$ cat src/rtl/mdu_pkg.sv
// Shared definitions for the multiply/divide unit: funct3 op codes, FSM states
// and op-decode helpers.
package mdu_pkg;

  localparam logic [2:0] MDU_MUL    = 3'b000;
  localparam logic [2:0] MDU_MULH   = 3'b001;
  localparam logic [2:0] MDU_MULHSU = 3'b010;
  localparam logic [2:0] MDU_MULHU  = 3'b011;
  localparam logic [2:0] MDU_DIV    = 3'b100;
  localparam logic [2:0] MDU_DIVU   = 3'b101;
  localparam logic [2:0] MDU_REM    = 3'b110;
  localparam logic [2:0] MDU_REMU   = 3'b111;

  typedef enum logic [1:0] {StIdle, StCalc, StFix, StDone} mdu_state_e;

  function automatic logic is_div(input logic [2:0] op);
    return op[2];
  endfunction

  function automatic logic is_rem(input logic [2:0] op);
    return op[2] & op[1];
  endfunction

  // rs2 selects which operand's signedness is asked for (0: rs1, 1: rs2).
  function automatic logic is_signed(input logic [2:0] op, input logic rs2);
    if (op[2]) return ~op[0];
    return rs2 ? ~op[1] : (op != MDU_MULHU);
  endfunction

endpackage

$ cat src/rtl/mdu_div_step.sv
// One combinational restoring-divide step: shift in one dividend bit, try to
// subtract the divisor, keep the difference when it does not go negative.
module mdu_div_step #(
  parameter int unsigned XLEN = 32
) (
  input  logic [XLEN-1:0] rem_i,
  input  logic            dividend_bit_i,
  input  logic [XLEN-1:0] divisor_i,
  output logic [XLEN-1:0] rem_o,
  output logic            q_bit_o
);

  logic [XLEN:0]   trial;
  logic [XLEN-1:0] diff;

  always_comb begin
    trial   = {rem_i, dividend_bit_i};
    q_bit_o = (trial >= {1'b0, divisor_i});
    // Only meaningful when q_bit_o is set, in which case it fits in XLEN bits.
    diff    = trial[XLEN-1:0] - divisor_i;
    rem_o   = q_bit_o ? diff : trial[XLEN-1:0];
  end

endmodule

$ cat src/rtl/riscv_mdu.sv
// Multi-cycle RV M-extension multiply/divide unit with valid/ready on both sides.
// Define MDU_FAST_MUL_EN to use a single-cycle multiplier for the MUL* ops.
module riscv_mdu
  import mdu_pkg::*;
#(
  parameter int unsigned XLEN      = 32,
  parameter int unsigned STEP_BITS = 1
) (
  input  logic            clk,
  input  logic            rst,
  input  logic            flush,
  input  logic            in_valid,
  output logic            in_ready,
  input  logic [2:0]      in_op,
  input  logic [XLEN-1:0] in_a,
  input  logic [XLEN-1:0] in_b,
  output logic            out_valid,
  input  logic            out_ready,
  output logic [XLEN-1:0] out_result,
  output logic            busy
);

  localparam int unsigned K  = XLEN / STEP_BITS;
  localparam int unsigned CW = $clog2(K) + 1;
  localparam logic [CW-1:0]   CntMax = CW'(K - 1);
  localparam logic [XLEN-1:0] MinInt = {1'b1, {(XLEN-1){1'b0}}};

  mdu_state_e      state_q;
  logic [CW-1:0]   cnt_q;
  logic [2:0]      op_q;
  logic            neg_q;
  logic [XLEN-1:0] acc_q, sh_q, b_q;
  logic [XLEN-1:0] out_result_q;
  logic            out_valid_q;

  // Accept-side decode
  logic            sa_en, sb_en, a_neg, b_neg, in_neg;
  logic [XLEN-1:0] a_mag, b_mag;
  logic            div_zero, div_ovf, special;
  logic [XLEN-1:0] special_res;
  logic            fast_hit;
  logic [XLEN-1:0] fast_res;

  always_comb begin
    sa_en    = is_signed(in_op, 1'b0);
    sb_en    = is_signed(in_op, 1'b1);
    a_neg    = sa_en & in_a[XLEN-1];
    b_neg    = sb_en & in_b[XLEN-1];
    a_mag    = a_neg ? -in_a : in_a;
    b_mag    = b_neg ? -in_b : in_b;
    in_neg   = is_rem(in_op) ? a_neg : (a_neg ^ b_neg);
    div_zero = (in_b == '0);
    div_ovf  = sa_en && (in_a == MinInt) && (in_b == '1);
    special  = is_div(in_op) && (div_zero || div_ovf);
    if (div_zero) special_res = is_rem(in_op) ? in_a : '1;
    else          special_res = is_rem(in_op) ? '0 : in_a;
  end

`ifdef MDU_FAST_MUL_EN
  logic [2*XLEN-1:0] fa, fb, fprod;

  // Sign-extension to 2*XLEN is enough: only the low 2*XLEN product bits are used.
  always_comb begin
    fa       = {{XLEN{a_neg}}, in_a};
    fb       = {{XLEN{b_neg}}, in_b};
    fprod    = fa * fb;
    fast_hit = !is_div(in_op);
    fast_res = (in_op == MDU_MUL) ? fprod[XLEN-1:0] : fprod[2*XLEN-1:XLEN];
  end
`else
  always_comb begin
    fast_hit = 1'b0;
    fast_res = '0;
  end
`endif

  // Divide step chain: acc holds the partial remainder, sh shifts dividend out / quotient in.
  logic [XLEN-1:0] drem [STEP_BITS+1];
  logic [XLEN-1:0] dsh  [STEP_BITS+1];
  logic [STEP_BITS-1:0] qb;

  assign drem[0] = acc_q;
  assign dsh[0]  = sh_q;

  for (genvar i = 0; i < STEP_BITS; i++) begin : g_div_step
    mdu_div_step #(.XLEN(XLEN)) u_step (
      .rem_i          (drem[i]),
      .dividend_bit_i (dsh[i][XLEN-1]),
      .divisor_i      (b_q),
      .rem_o          (drem[i+1]),
      .q_bit_o        (qb[i])
    );
    assign dsh[i+1] = {dsh[i][XLEN-2:0], qb[i]};
  end

  // Shift-add multiply on the same registers: acc is the high half, sh the multiplier/low half.
  logic [XLEN-1:0] mhi, msh;
  logic [XLEN:0]   msum;

  always_comb begin
    mhi  = acc_q;
    msh  = sh_q;
    msum = '0;
    for (int i = 0; i < STEP_BITS; i++) begin
      msum = {1'b0, mhi} + (msh[0] ? {1'b0, b_q} : '0);
      mhi  = msum[XLEN:1];
      msh  = {msum[0], msh[XLEN-1:1]};
    end
  end

  // Sign fix-up of the magnitude result
  logic [2*XLEN-1:0] prod_fix;
  logic [XLEN-1:0]   div_res, fix_res;

  always_comb begin
    prod_fix = neg_q ? -{acc_q, sh_q} : {acc_q, sh_q};
    div_res  = is_rem(op_q) ? acc_q : sh_q;
    if (is_div(op_q))           fix_res = neg_q ? -div_res : div_res;
    else if (op_q == MDU_MUL)   fix_res = prod_fix[XLEN-1:0];
    else                        fix_res = prod_fix[2*XLEN-1:XLEN];
  end

  always_ff @(posedge clk) begin
    if (rst || flush) begin
      state_q      <= StIdle;
      cnt_q        <= '0;
      op_q         <= MDU_MUL;
      neg_q        <= 1'b0;
      acc_q        <= '0;
      sh_q         <= '0;
      b_q          <= '0;
      out_result_q <= '0;
      out_valid_q  <= 1'b0;
    end else begin
      case (state_q)
        StIdle: begin
          if (in_valid) begin
            op_q  <= in_op;
            neg_q <= in_neg;
            cnt_q <= '0;
            acc_q <= '0;
            sh_q  <= a_mag;
            b_q   <= b_mag;
            if (special) begin
              out_result_q <= special_res;
              state_q      <= StDone;
            end else if (fast_hit) begin
              out_result_q <= fast_res;
              state_q      <= StDone;
            end else begin
              state_q <= StCalc;
            end
          end
        end
        StCalc: begin
          acc_q <= is_div(op_q) ? drem[STEP_BITS] : mhi;
          sh_q  <= is_div(op_q) ? dsh[STEP_BITS] : msh;
          if (cnt_q == CntMax) state_q <= StFix;
          else                 cnt_q   <= cnt_q + 1'b1;
        end
        StFix: begin
          out_result_q <= fix_res;
          out_valid_q  <= 1'b1;
          state_q      <= StDone;
        end
        StDone: begin
          // Short-cut results enter here with out_valid low; raise it one edge later.
          if (!out_valid_q) begin
            out_valid_q <= 1'b1;
          end else if (out_ready) begin
            out_valid_q <= 1'b0;
            state_q     <= StIdle;
          end
        end
      endcase
    end
  end

  assign in_ready   = (state_q == StIdle);
  assign busy       = (state_q != StIdle);
  assign out_valid  = out_valid_q;
  assign out_result = out_result_q;

endmodule
$ cat config.mk
export PLATFORM = sky130hd
export DESIGN_NAME = riscv_mdu
export DESIGN_NICKNAME = d
export VERILOG_FILES = /design/src/rtl/mdu_pkg.sv /design/src/rtl/mdu_div_step.sv /design/src/rtl/riscv_mdu.sv
export SDC_FILE = /design/constraint.sdc
export NUM_CORES = 1
export LEC_CHECK = 0
export CORE_MARGIN = 1
export CORE_UTILIZATION = 25
export CTS_CLUSTER_SIZE = 28
export DETAILED_ROUTE_END_ITERATION = 8
export SLEW_MARGIN = 5
export SYNTH_ARGS = -nofsm -noshare
export SYNTH_HDL_FRONTEND = slang
export SYNTH_SLANG_ARGS = --single-unit
$ cat constraint.sdc
create_clock -name clk -period 4 [get_ports clk]
set_input_delay 0.8 -clock clk [delete_from_list [all_inputs] [get_ports clk]]
set_output_delay 0.8 -clock clk [all_outputs]
set_load 0.1 [all_outputs]
==> results of run 1 <==
[worst min-delay path, cell delays in order (launching register included)]
cell and delay (ns):
dfxtp_1 0.31, nand2_1 0.05, a21oi_1 0.05
[logic make-up after synthesis]
logic type | count (synthesis) | share of synthesized area (%)
AO/OA/AOI/OAI | 723 | 30.6
XOR/XNOR | 166 | 9.56
adder cells (fa/ha/maj) | 76 | 6.35
buffers and inverters | 242 | 6.16
flip-flops | 141 | 18.6
multiplexers | 78 | 5.26
AND/OR/NAND/NOR | 762 | 23.5
[final cells by class]
type / instances / area share, %
clock buffers: 19 / 2.43
inverters: 71 / 1.46
clock inverters: 13 / 0.846
repair buffers: 230 / 11.3
well taps: 782 / 5.38
flip-flops and latches: 141 / 15.5
multi-input cells: 1805 / 63.1
[per-stage QoR]
step	hold WS (ns)	setup TNS, ns	util, %	cell area, um^2	setup WS [ns]
global route	0.474	0	30.2	18200	0.0948
floorplan	0.432	0	-	15200	0.0416
CTS	0.459	0	30.2	18200	0.341
detailed placement	0.449	-0.00957	29.2	17600	-0.00957
global placement	0.440	0	29.2	17600	0.0563
finish	0.458	0	30.2	18200	0.347
[sequential cells by signal, indices dropped and copies added, names as in the netlist]
register / cells
out_valid: 1
op_q: 3
neg_q: 1
b_q: 32
cnt_q: 6
state_q: 2
acc_q: 32
out_result: 32
sh_q: 32
[worst min path at each step]
stage,start,to,slack [ns],cells after the start
2_1_floorplan,b_q[21],b_q[21],0.43,2
3_3_place_gp,b_q[21],b_q[21],0.44,2
3_5_place_dp,b_q[21],b_q[21],0.45,2
4_1_cts,b_q[21],b_q[21],0.46,2
5_1_grt,b_q[25],b_q[25],0.47,2
6_report,b_q[25],b_q[25],0.46,2
[Yosys cell counts (6+ instances only)]
| cell type | count | area share, % |
|---|---|---|
| buf_2 | 11 | 0.36 |
| o21bai_1 | 14 | 0.69 |
| nand2_1 | 246 | 6.1 |
| nor4_1 | 24 | 0.99 |
| and3_1 | 12 | 0.49 |
| o211ai_1 | 46 | 2.3 |
| a311oi_1 | 8 | 0.46 |
| or3_1 | 21 | 0.86 |
| clkbuf_1 | 138 | 3.4 |
| a21boi_0 | 7 | 0.35 |
| ha_1 | 74 | 6.1 |
| dfxtp_1 | 141 | 19 |
| nor3_1 | 62 | 2.0 |
| mux2i_1 | 72 | 4.7 |
| o31ai_1 | 29 | 1.4 |
| xor2_1 | 70 | 4.0 |
| or4_1 | 15 | 0.74 |
| nand3_1 | 56 | 1.8 |
| nor2_1 | 217 | 5.4 |
| o41ai_1 | 14 | 0.81 |
| xnor2_1 | 96 | 5.5 |
| a2111oi_0 | 6 | 0.35 |
| buf_1 | 19 | 0.47 |
| o22ai_1 | 19 | 0.78 |
| or2_2 | 14 | 0.58 |
| and2_1 | 12 | 0.49 |
| a21o_1 | 30 | 1.5 |
| a211oi_1 | 56 | 2.8 |
| o221ai_1 | 16 | 0.92 |
| inv_1 | 68 | 1.7 |
| a31oi_1 | 34 | 1.4 |
| o21a_1 | 15 | 0.74 |
| nand4_1 | 30 | 1.2 |
| o21ai_0 | 143 | 4.7 |
| nand2b_1 | 14 | 0.58 |
| and4_1 | 7 | 0.40 |
| a21oi_1 | 206 | 6.8 |
| a22oi_1 | 21 | 1.0 |
[layout by cell type (no fill, tap or decap), types with 72 or more instances in the layout]
| cell | netlist | layout |
|---|---|---|
| o21ai_0 | 143 | 141 |
| clkdlybuf4s50_1 | 0 | 105 |
| xnor2_1 | 96 | 96 |
| mux2i_1 | 72 | 72 |
| ha_1 | 74 | 73 |
| nor2_1 | 217 | 214 |
| nand2_1 | 246 | 246 |
| a21oi_1 | 206 | 205 |
| buf_4 | 2 | 120 |
| dfxtp_1 | 141 | 139 |
[metal layers]
metal / routed length, um / track usage (%) / share of wire (%)
met1: 27800 / 27.3 / 44
met2: 26600 / 29.5 / 42
met3: 6000 / 4.34 / 9.6
met4: 2270 / 7.63 / 3.6
met5: 0 / 0 / 0
[power by group through the flow]
stage                     clock network (mW)  logic [mW]  registers (mW)
after detailed placement                   0        1.67            1.52
final                                   1.69        1.72            1.49
after global placement                     0        1.68            1.52
after CTS                               1.72        1.68            1.49
after global routing                    1.77        1.85            1.50
after floorplan                            0        1.07            1.51
==> results by group, run 1 <==
Power
  – Internal: 3.02 mW
  – Psw: 1.89 mW
  – Power Total: 4.91 mW
  – LEAKAGE: 6.88 nW
  – Part of the power in registers: 30.4%
  – Clock share of power: 34.4%
  – Net Sw Frac: 38.5%
  – Pwr dens: 270 mW/mm^2
  – Gate power share: 35.1%
  – Max rail drop VDD: 0.000248 V

Setup path
  – Setup Crit Path Kind: in2reg
  – CP most frequent cell: or4_1
  – Critical Path Source: in_a[24]
  – Critical path data arrival time: 3.99 ns
  – Delay-heaviest family, CP: simple AND/OR/NAND/NOR gates
  – Slowest CP cell: or4_1
  – Worst R2R Start: sh_q[1]
  – Critical Path RT: 4.34 ns
  – Crit path cell chain: clkdlybuf4s50_1 > or4_1 > or4_1 > or4_1 > nor3_1 > o21ai_1 > o21a_1 > buf_12 > a2111oi_0 > nor2_1
  – Startpoint types: primary input
  – Worst reg2reg endpoint: out_result[0]
  – R2R depth: 12
  – Crit path buf inv count: 2
  – Levels on crit path: 10
  – CP Max Fanout: 21
  – Critical Path Sink: out_result[16]
  – Crit path largest cell delay: 0.59 ns
  – Flop2flop setup slack: 0.39 ns
  – Crit path capture type: flop

Place
  – Port Buffer Count: 106
  – Cells after DPL: 3029
  – HPWL Detailed: 48200 um
  – Placer congestion estimate: 0.955

Finish
  – Area Overhead vs Synth: 19.7%
  – Multi-input logic area: 0.0115 mm^2
  – Final non-filler cell total: 3061
  – Share of layout cells above drive strength 1: 8.60%
  – Final nets: 2414
  – FF/Latch Area: 0.00283 mm^2
  – Fillers: 6536
  – Number of diodes: 0

Route
  – Vias per cell: 5.63
  – Drt first pass iters: 9
  – DRT Wirelength: 62600 um
  – DRC viols: 2
  – Vias: 17200
  – 1st-iter DRT viols: 1894
  – WL/cell: 20.5 um
  – Routed Antenna Nets: 0

Synth
  – Post-synth ARST share: 0%
  – Post-synth top flop: dfxtp_1
  – Synthesized area per cell: 6.95 um^2
  – Post-Syn Area: 0.0152 mm^2
  – Register area share after synthesis: 18.6%
  – Synth Instances: 2188
  – Synthesized net count: 2336
  – EDFF count, synth: 0
  – Yosys warns: 0
  – Synth Register Bits: 141
  – Synth unique cells: 82

Clock network
  – CTS buffer count: 17
  – Post-CTS Setup Bufs: 0
  – Root Buffer: clkbuf_16
  – Clock Tree Buf Depth: 2
  – CTS tree: yes
  – Hold buffers post-CTS: 0
  – CTS Sinks: 141
  – Htree depth: 4
  – CTS clk-pin slew, worst paths: 0.07 ns
  – Post-CTS sizing: 0
  – Clk Latency, worst-skew pair: 0.46 ns

STA
  – Worst Skew: 0.0141 ns
  – Slew Viols, Final: 0
  – Final-report hold violation count: 0
  – Endpoints failing setup: 0
  – RSZ-0062 raised after global routing: false
  – Post-route minimum period: 3.65 ns
  – Slew @ Worst Pin: 1.05 ns
  – Rel. slew slack: 29.9%
  – Peak Freq: 274 MHz
  – Final period util: 91.3%

Run status
  – Status: finished with violations
  – Violated checks: DRC

Floorplan
  – I/O pin cnt: 107
  – Die area: 0.0618 mm^2
  – Die Wd: 249 um
  – Site Rows: 90
  – Initial core utilization: 25.2%
  – Die Height: 249 um
  – Core area: 0.0602 mm^2

Global routing
  – Largest net degree at the start of global routing: 82
  – Initial antenna violation count: 0
  – First-pass GRT wire length: 96000 um
  – Tot GR Track Use: 19.7%
  – GR Overflow Total: 0
  – Vias in the first global route: 15800

Min path
  – Min-Delay Path Class: reg2reg

Flow run
  – Max_cap viols: 0
Power figures use the tool's default switching activity.
==> inputs of run 2 (changes only) <==
--- a/config.mk
+++ b/config.mk
@@ -5,10 +5,10 @@
 export SDC_FILE = /design/constraint.sdc
 export NUM_CORES = 1
 export LEC_CHECK = 0
-export CORE_MARGIN = 1
 export CORE_UTILIZATION = 25
 export CTS_CLUSTER_SIZE = 28
 export DETAILED_ROUTE_END_ITERATION = 8
+export REMOVE_ABC_BUFFERS = 1
 export SLEW_MARGIN = 5
 export SYNTH_ARGS = -nofsm -noshare
 export SYNTH_HDL_FRONTEND = slang
==> results by group, run 2 (synthesized netlist as in run 1, its figures left out) <==
Global routing
  – Vias in the first global route: 16100
  – Largest net degree at the start of global routing: 65
  – Initial antenna violation count: 2
  – Tot GR Track Use: 20.3%
  – GR Overflow Total: 0
  – First-pass GRT wire length: 98400 um

Power
  – Pwr dens: 271 mW/mm^2
  – Gate power share: 34.4%
  – Net Sw Frac: 37.6%
  – Internal: 3.10 mW
  – Psw: 1.87 mW
  – Clock share of power: 35.4%
  – Max rail drop VDD: 0.000311 V
  – Part of the power in registers: 30.2%
  – LEAKAGE: 6.97 nW

Floorplan
  – Core area: 0.0602 mm^2
  – I/O pin cnt: 107
  – Die Wd: 249 um
  – Die Height: 249 um
  – Die area: 0.0618 mm^2
  – Site Rows: 90
  – Initial core utilization: 25.2%

Finish
  – Final Util: 30.5%
  – Multi-input logic area: 0.0115 mm^2
  – Share of layout cells above drive strength 1: 9.53%
  – Commonest non-fill, non-tap cell in the layout: nand2_1
  – Final nets: 2433
  – Commonest cells after routing, fill and taps aside: nand2_1 (246), nor2_1 (214), a21oi_1 (205)
  – FF/Latch Area: 0.00283 mm^2
  – Fillers: 6503
  – Area Overhead vs Synth: 21.0%

STA
  – Rel. slew slack: 19.5%
  – Final worst slack: 0.176 ns
  – Peak Freq: 261 MHz
  – Slew Viols, Final: 0
  – Final period util: 95.6%
  – RSZ-0062 raised after global routing: false
  – Worst Skew: 0.0165 ns
  – Final-report hold violation count: 0
  – Post-route minimum period: 3.82 ns
  – Slew @ Worst Pin: 1.20 ns
  – Endpoints failing setup: 0

Clock network
  – Htree depth: 4
  – Root Buffer: clkbuf_16
  – CTS Sinks: 141
  – Clock Tree Buf Depth: 2
  – Hold buffers post-CTS: 0
  – Clk Latency, worst-skew pair: 0.47 ns
  – Post-CTS sizing: 0
  – Post-CTS Setup Bufs: 0
  – CTS buffer count: 17
  – CTS tree: yes
  – CTS clk-pin slew, worst paths: 0.06 ns

Place
  – Placer congestion estimate: 0.973
  – Port Buffer Count: 106
  – HPWL Detailed: 48600 um
  – Setup WS pre-CTS: -0.250 ns

Route
  – DRT Wirelength: 64000 um
  – Vias: 17200
  – 1st-iter DRT viols: 2059
  – Routed Antenna Nets: 0
  – WL/cell: 20.8 um
  – Vias per cell: 5.57
  – Drt first pass iters: 8
  – DRC viols: 0

Flow run
  – Max_cap viols: 0

Setup path
  – Critical path data arrival time: 4.18 ns
  – Startpoint types: primary input
  – Crit path largest cell delay: 0.96 ns
  – Crit path capture type: flop
  – Slowest CP cell: nor4_1
  – Crit path cell chain: clkdlybuf4s50_1 > ha_1 > nand4_1 > nor4_1 > nand3_1 > nor3_1 > o21ai_1 > o21a_1 > a2111oi_1 > buf_4 > nor2_1
  – Setup Crit Path Kind: in2reg
  – Critical Path RT: 4.35 ns
  – CP Max Fanout: 5

Run status
  – Status: complete, no violations

Min path
  – Min-Delay Path Class: reg2reg
## run 2: per-layer routing
metal,share of wire [%],up-vias,global-route usage (%)
met5,0,-,0
li1,-,8222,-
met2,44,827,31.6
met4,2.4,0,5.94
met3,8.3,103,3.32
met1,45,8003,28.6
## run 2: layout make-up
cell class                      instances  area share [%]
Clock inverter                         12           0.871
Inverter                               71            1.45
Tap cell                              782            5.32
Timing Repair Buffer                  249            11.9
Clock buffer                           20            2.54
Multi-Input combinational cell       1805            62.5
Antenna cell                            1          0.0136
Sequential cell                       141            15.4
## run 2: through the flow
| stage | instances | total power [mW] | hold slack [ns] | TNS, ns | instance area, um^2 |
|---|---|---|---|---|---|
| 2_1_floorplan | 2017 | 2.54 | 0.432 | -50.98 | 14500 |
| 3_3_place_gp | 3048 | 3.20 | 0.441 | -1.15 | 17700 |
| 3_5_place_dp | 3048 | 3.20 | 0.454 | -3.68 | 17700 |
| 4_1_cts | 3080 | 4.95 | 0.461 | 0 | 18400 |
| 5_1_grt | 3081 | 5.18 | 0.487 | 0 | 18400 |
| 6_report | 3081 | 4.98 | 0.458 | 0 | 18400 |
## run 2: final timing paths
kind / from / to / slack, ns / cells past startpoint
min reg2reg: out_result[22] / out_result[22] / 0.46 / 2
min: out_result[22] / out_result[22] / 0.46 / 2
max reg2reg: op_q[1] / out_result[30] / 0.23 / 12
max: in_b[0] / out_result[16] / 0.18 / 11
## run 2: worst max-delay path: cells and delay by family
kind	cells	cell delay, ns
AND/OR/NAND/NOR	5	1.47
AO/OA/AOI/OAI	3	0.92
buffers and inverters	2	0.75
adder cells (fa/ha/maj)	1	0.23
## run 2: power by group through the flow
stage                     clock network (mW)  registers [mW]  logic (mW)
after floorplan                            0            1.54       0.992
after global placement                     0            1.53        1.67
after detailed placement                   0            1.53        1.67
after CTS                               1.78            1.50        1.68
after global routing                    1.83            1.50        1.84
final                                   1.76            1.50        1.71
